--- src/rtl/bcd_sequence_ctrl.sv ---
// Round-robin B/V run sequencer: times each granted run as a two-digit BCD count,
// one count per PRESCALE clocks. Faults freeze the count until acknowledged.
//   state   | meaning
//   S_IDLE  | no grant; arbitrate pending requests
//   S_RUN_B | B granted; counting toward effective preset_b
//   S_RUN_V | V granted; counting toward effective preset_v
//   S_DONE  | one-cycle completion, count held
//   S_FAULT | grants removed, count and prescaler frozen
module bcd_sequence_ctrl #(
  parameter int PRESCALE = 50000000
) (
  input  logic       clock,
  input  logic       reset_n,
  input  logic       Bs_req,
  input  logic       Vs_req,
  input  logic [7:0] preset_b,
  input  logic [7:0] preset_v,
  input  logic       Error,
  input  logic       fault_clr,
  output logic [7:0] bcd,
  output logic       Bs,
  output logic       Vs,
  output logic       done,
  output logic       fault
);

  localparam int PW = (PRESCALE > 2) ? $clog2(PRESCALE) : 1;
  localparam logic [PW-1:0] PRESC_TC = PW'(PRESCALE - 1);

  typedef enum logic [2:0] {
    S_IDLE, S_RUN_B, S_RUN_V, S_DONE, S_FAULT
  } state_t;

  state_t          r_state, w_state_nxt;
  logic [PW-1:0]   r_presc, w_presc_nxt;
  logic [7:0]      r_bcd, w_bcd_nxt;
  logic            r_last_v, w_last_v_nxt;
  logic            r_bs, r_vs, r_done, r_fault;
  logic [7:0]      w_eff_b, w_eff_v, w_eff_act;
  logic            w_req_act, w_tick;

  function automatic logic [7:0] bcd_sat(input logic [7:0] p);
    logic [3:0] t, u;
    t = (p[7:4] > 4'd9) ? 4'd9 : p[7:4];
    u = (p[3:0] > 4'd9) ? 4'd9 : p[3:0];
    return {t, u};
  endfunction

  function automatic logic [7:0] bcd_inc(input logic [7:0] v);
    logic [3:0] t, u;
    t = v[7:4];
    u = v[3:0];
    if (u == 4'd9) begin
      u = 4'd0;
      t = (t == 4'd9) ? 4'd0 : t + 4'd1;
    end else begin
      u = u + 4'd1;
    end
    return {t, u};
  endfunction

  assign w_eff_b   = bcd_sat(preset_b);
  assign w_eff_v   = bcd_sat(preset_v);
  assign w_req_act = (r_state == S_RUN_B) ? Bs_req : Vs_req;
  assign w_eff_act = (r_state == S_RUN_B) ? w_eff_b : w_eff_v;
  assign w_tick    = (r_presc == PRESC_TC);

  always_comb begin
    w_state_nxt  = r_state;
    w_presc_nxt  = r_presc;
    w_bcd_nxt    = r_bcd;
    w_last_v_nxt = r_last_v;
    if (Error) begin
      w_state_nxt = S_FAULT;
    end else begin
      unique case (r_state)
        S_IDLE: begin
          // Tie goes to whoever was not served last.
          if (Bs_req && (!Vs_req || r_last_v)) begin
            w_state_nxt  = S_RUN_B;
            w_last_v_nxt = 1'b0;
            w_bcd_nxt    = 8'h00;
            w_presc_nxt  = '0;
          end else if (Vs_req) begin
            w_state_nxt  = S_RUN_V;
            w_last_v_nxt = 1'b1;
            w_bcd_nxt    = 8'h00;
            w_presc_nxt  = '0;
          end
        end
        S_RUN_B, S_RUN_V: begin
          if (!w_req_act) begin
            w_state_nxt = S_IDLE;
            w_bcd_nxt   = 8'h00;
            w_presc_nxt = '0;
          end else if (r_bcd == w_eff_act) begin
            w_state_nxt = S_DONE;
          end else if (w_tick) begin
            w_presc_nxt = '0;
            w_bcd_nxt   = bcd_inc(r_bcd);
          end else begin
            w_presc_nxt = r_presc + 1'b1;
          end
        end
        S_DONE: begin
          w_state_nxt = S_IDLE;
        end
        S_FAULT: begin
          if (fault_clr) begin
            w_state_nxt = S_IDLE;
            w_bcd_nxt   = 8'h00;
            w_presc_nxt = '0;
          end
        end
        default: begin
          w_state_nxt = S_IDLE;
        end
      endcase
    end
  end

  always_ff @(posedge clock or negedge reset_n) begin
    if (!reset_n) begin
      r_state  <= S_IDLE;
      r_presc  <= '0;
      r_bcd    <= 8'h00;
      r_last_v <= 1'b1;
      r_bs     <= 1'b0;
      r_vs     <= 1'b0;
      r_done   <= 1'b0;
      r_fault  <= 1'b0;
    end else begin
      r_state  <= w_state_nxt;
      r_presc  <= w_presc_nxt;
      r_bcd    <= w_bcd_nxt;
      r_last_v <= w_last_v_nxt;
      r_bs     <= (w_state_nxt == S_RUN_B);
      r_vs     <= (w_state_nxt == S_RUN_V);
      r_done   <= (w_state_nxt == S_DONE);
      r_fault  <= (w_state_nxt == S_FAULT);
    end
  end

  assign bcd   = r_bcd;
  assign Bs    = r_bs;
  assign Vs    = r_vs;
  assign done  = r_done;
  assign fault = r_fault;

endmodule

--- config.mk ---
export PLATFORM = sky130hd
export DESIGN_NAME = bcd_sequence_ctrl
export DESIGN_NICKNAME = d
export VERILOG_FILES = /design/src/rtl/bcd_sequence_ctrl.sv
export SDC_FILE = /design/constraint.sdc
export NUM_CORES = 1
export LEC_CHECK = 0
export CAP_MARGIN = 20
export CORE_MARGIN = 2
export CORE_UTILIZATION = 56
export CTS_CLUSTER_DIAMETER = 120
export DETAILED_ROUTE_END_ITERATION = 16
export GPL_TIMING_DRIVEN = 1
export PLACE_DENSITY = 0.8
export SLEW_MARGIN = 20
export SYNTH_ARGS = -nofsm -noshare
export SYNTH_HDL_FRONTEND = slang
export SYNTH_SLANG_ARGS = --single-unit
--- constraint.sdc ---
create_clock -name clock -period 2.75 [get_ports clock]
set_clock_uncertainty 0.15 [all_clocks]
set_input_delay 0.55 -clock clock [delete_from_list [all_inputs] [get_ports clock]]
set_output_delay 0.55 -clock clock [all_outputs]
set_load 0.01 [all_outputs]
Word level (Yosys, flattened, before mapping)
Index checks and enable logic that the tools add are counted.

Bits in read-only memories: 0. Output and inout port bits: 12. Memories kept: 0. Memory bits (writable): 0. Bits in latches: 0. Register bits: 42.

Bitwise gates (word level): 1. $mul: 0. Multiplexer cells: 32. Shift-type cells: 0. Order comparisons: 4. Reductions and logical operators: 11. $add $sub $neg: 3. Div/mod/pow operators: 0. Eq/ne operators: 16.

Operators by type and width (count): $mux W26 (6); $pmux W26 S3 (1); $mux W8 (7); $mux W4 (7); $add A26 B1 Y26 const B (1); $eq A26 B26 Y1 const B (1); $pmux W8 S3 (1); $mux W3 (6); $gt A4 B4 Y1 const B (4); $ne A3 B3 Y1 const B (4); $eq A3 B2 Y1 const B (3); $pmux W3 S3 (1); $add A4 B1 Y4 const B (2); $eq A4 B4 Y1 const B (2); $eq A8 B8 Y1 (1); $reduce_and A7 Y1 (1); $eq A3 B1 Y1 const B (2); $eq A3 B3 Y1 const B (2); $reduce_and A6 Y1 (1); $reduce_and A5 Y1 (1); $logic_not A3 Y1 (1); $mux W1 (3); $reduce_and A3 Y1 (1); $reduce_bool A3 Y1 (1); 7 further kinds (7).

Depth between registers and ports, before layout
Depth after elaboration: 9. Mapped depth: 11. Depth with buffers taken out: 8.

Least setup slack after synthesis
No wires, ideal clock.

Kind: flip-flop to flip-flop. Start point: register r_state[2]. End point: register r_bcd[7], in the netlist bcd[7]. Setup slack: 257 ps. Path buffers: 4. Stages on the path, launching flop included: 11. Arrival: 2210 ps. Path through: dfrtp_1 buf_6 or3b_1 buf_4 o311ai_0 nor4_1 and3_1 buf_6 buf_4 o31ai_1 o41ai_1.

Longest elaborated chain between the ends: 5. Elaborated cells between the ends (all ways): 17.

Ends and longest elaborated chain: from (decl) (line 34) `state_t r_state, w_state_nxt;`; from (signal assigned) (line 133) `r_state <= w_state_nxt;`; $eq A3 B1 Y1 (line 64, 65, 76); $mux W8 (line 65) `assign w_eff_act = (r_state == S_RUN_B) ? w_eff_b : w_eff_v;`; $eq A8 B8 Y1 (line 96) `end else if (r_bcd == w_eff_act) begin`; $ne A3 B3 Y1 (no line); $reduce_and A7 Y1 (no line); to (signal assigned) (line 135) `r_bcd <= w_bcd_nxt;`; to (decl) (line 36) `logic [7:0] r_bcd, w_bcd_nxt;`.

Several ways; a longest one is shown, not always the timed one. A chain may end at the register's enable or synchronous reset.

Worst setup path after layout
Start point: register r_presc[8]. End point: register r_bcd[6], in the netlist bcd[6].

Longest elaborated chain between the ends: 3.

Ends and longest elaborated chain: from (decl) (line 35) `logic [PW-1:0] r_presc, w_presc_nxt;`; from (signal assigned) (line 134) `r_presc <= w_presc_nxt;`; $eq A26 B26 Y1 (line 66) `assign w_tick = (r_presc == PRESC_TC);`; $ne A3 B3 Y1 (no line); $reduce_and A7 Y1 (no line).

No other way between the ends.

==> metrics.txt <==
Clock Power Share 0.334; total length of routed wires roughly 6400 um; largest net degree at the start of global routing 25; CP max stage cell or4b_1; fmax 380 MHz; Via Count roughly 2,600; IO Port Bufs 33; Final Hold Violating Endpoints 0; worst-path cell chain or4b_1 > nor3_2 > nand4_1 > o31ai_4 > buf_6 > nand3_1 > nand2b_4 > o41ai_1; critical-path maximum fanout 10; top post-synthesis cells by area dfrtp_1, o31ai_1, o21ai_0; Mapped Area about 2700 um2; footprint of the multi-input gates 1580 um2; NetSw between 0.3 and 0.4 mW; Max H-tree Level 2; Area Overhead vs Synth 23.8%; WL per Instance 14.9 um; Final Critical Period about 2.6 ns; Combinational Power Share 0.149; Post-Syn Area per Cell ~8.9 um2; sequential power share 0.517; async set-reset flop share out of synthesis 1.00; vias in the first global route between 2,000 and 2,500; Fillers 345; Seq cells post-synth 42; Max clock buf depth 2; post-synth top area share 0.374; Synth cell types 52; Startpoint Class register; Remaining DRCs 0; switching portion of total power 0.275; Starting Density 0.581; Net Count, Synth 337; pre-CTS setup slack -0.165 ns; slew margin rel. 0.654; Post-layout nets a little under 400; chip width roughly 74 um; 1st-iter DRT viols 137; CP endpoint kind register; Core ar. 4720 um2; antenna-violating nets left 0; Max-cap violations 0; clock slew at reported path FFs 0.09 ns; Final Hold Slack between 0.04 and 0.05 ns; final setup margin about 0.12 ns; GRT Total Usage 0.248; DRT Pass-1 Iters 5; IO Pins 34; Crit path required time ~2.8 ns; setup violators final 0; YS warnings 0; first-pass GRT wire length ~11,000 um; Post-synth EDFFs 0; fin. max-slew vios 0; Clk Latency, worst-skew pair 0.31 ns; VDD IR-drop max 0.000317 V; Root Buffer clkbuf_8; Mapped Cells 310; status finished clean; leading area contributor after synthesis dfrtp_1; total negative slack 0 ns; CTS Sinks between 40 and 50; fraction of layout cells with a size suffix above 1 0.149; Worst-Margin Slew about 0.52 ns; cell row count 25; Tcrit/Tclk final 0.957; Int Power around 0.90 mW; initial antenna violation count 0; dpl hpwl 4580 um; Seq/Total Area, Yosys 0.383; Die Area around 5500 um2; leakage between 1 and 1.5 nW; gpl congestion 0.822; pwr dens 367 nW/um2; n_diodes 0; Num CTS Buffers 5; Vert. Die Dim approximately 74 um; hold buffers post-CTS 0; Synth Flop Type dfrtp_1; critical path launch point r_presc[8]$_DFFE_PN0P_; Crit Path Category reg2reg; Hold Crit Class in2async; Largest stage delay, worst path around 0.57 ns; worst reg2reg startpoint r_presc[8]$_DFFE_PN0P_; arrival time of the worst setup path between 2 and 3 ns; TritonCTS clock tree done; Pwr Total about 1.2 mW; GRT Residual Overflow 0; mean number of vias per cell between 5 and 6; Reg area ~1100 um2
[cell type report]
cell class | instances | share of cell area
clock buffers | 5 | 0.0202
clock inverters | 3 | 0.00736
inverters | 11 | 0.0121
multi-input cells | 243 | 0.466
flip-flops and latches | 42 | 0.310
well taps | 67 | 0.0247
repair buffers | 58 | 0.160
[metal layers]
layer  vias up  global-route usage  wire length (um)
li1       1278                   -                 -
met1      1192               0.328              2970
met2        87               0.416              3020
met3         8              0.0501               328
met4         0              0.0727                78
met5         -                   0                 0
[worst max-delay path, delay by kind of cell (launching register included)]
family | cells | cell delay, ns
and+or+nand+nor | 5 | 1.19
DFF | 1 | 0.44
buffers and inverters | 1 | 0.17
AOI/OAI and AO/OA | 2 | 0.59
[cell families (layout without fill, tap and decap cells)]
logic type	after synthesis	after routing	share of synthesized area
buf+inv	25	77	0.0519
simple gates	116	116	0.237
compound gates	116	116	0.284
xor+xnor	3	3	0.00957
flops	42	42	0.383
fa+ha+maj	5	5	0.0228
mux	3	3	0.0109
[what timing repair did]
action | in CTS | in global routing
gates resized for setup | 0 | 8
endpoints found under the hold margin | 0 | 0
endpoints found under the setup margin | 0 | 38
setup buffers | 0 | 1
[cell usage after synthesis, types with 2 or more instances]
master and count:
o21ai_1 5, o21a_1 6, nand2b_1 6, a21o_1 2, clkbuf_1 3, xnor2_1 3, nand3_2 2, and3_1 10
nor2_1 18, nand3b_1 4, and2_1 4, or3_1 3, mux2i_1 3, o21ai_0 32, nor3_1 9, buf_2 3
buf_6 5, a31oi_1 4, a21oi_1 14, o211ai_1 3, nand3_1 15, o31ai_1 30, nor2b_1 7, o221ai_1 2
nor3b_1 2, dfrtp_1 41, ha_1 5, inv_1 10, o41ai_1 8, nand2_1 20, o22ai_1 2, or4b_1 2
or2_2 3, buf_4 2, nor4_1 4, nor3_2 2
[worst paths after layout]
| check | end | slack [ns] | cells after the start |
|---|---|---|---|
| min in group clock | r_presc[13]$_DFFE_PN0P_ | 0.33 | 1 |
| worst min register to register | r_presc[13]$_DFFE_PN0P_ | 0.33 | 1 |
| worst max-delay path | bcd[6]$_DFFE_PN0P_ | 0.12 | 8 |
| worst max register to register | bcd[6]$_DFFE_PN0P_ | 0.12 | 8 |
| max in group asynchronous | r_presc[15]$_DFFE_PN0P_ | 1.73 | 2 |
| worst min-delay path | bcd[3]$_DFFE_PN0P_ | 0.04 | 1 |
[sequential cells by signal, indices dropped and copies added (netlist names)]
| name | count |
|---|---|
| r_presc | 26 |
| fault | 1 |
| Bs | 1 |
| r_last_v | 1 |
| r_state | 3 |
| bcd | 8 |
| done | 1 |
| Vs | 1 |
[metrics by stage]
stage	cell area (um2)	instances	util
2_1_floorplan	2750	310	-
3_3_place_gp	3260	420	0.690
3_5_place_dp	3260	420	0.690
4_1_cts	3350	428	0.710
5_1_grt	3400	429	0.720
6_report	3400	429	0.720
[cell usage in the layout (no fill, tap or decap), drive strengths merged, types with 3 or more instances in the layout]
master	instances
inv	12
mux2i	3
dfrtp	41
and3	10
nand3	17
and2	4
xnor2	3
a31oi	4
o211ai	3
nand2b	7
o41ai	8
nand3b	4
nor4	4
o21ai	37
nor3	11
clkdlybuf4s50	32
o21a	6
clkbuf	5
a21oi	15
nand2	20
or2	3
buf	26
or3	3
o31ai	31
nor2b	7
ha	5
nor2	18
[power by group through the flow]
stage | clock network [mW] | logic, mW | registers (mW)
after global routing | 0.452 | 0.207 | 0.647
after CTS | 0.429 | 0.183 | 0.645
after detailed placement | 0 | 0.182 | 0.657
after floorplan | 0 | 0.0941 | 0.655
final | 0.416 | 0.186 | 0.645
after global placement | 0 | 0.179 | 0.656
No activity file was read; power rests on OpenSTA's default activity.
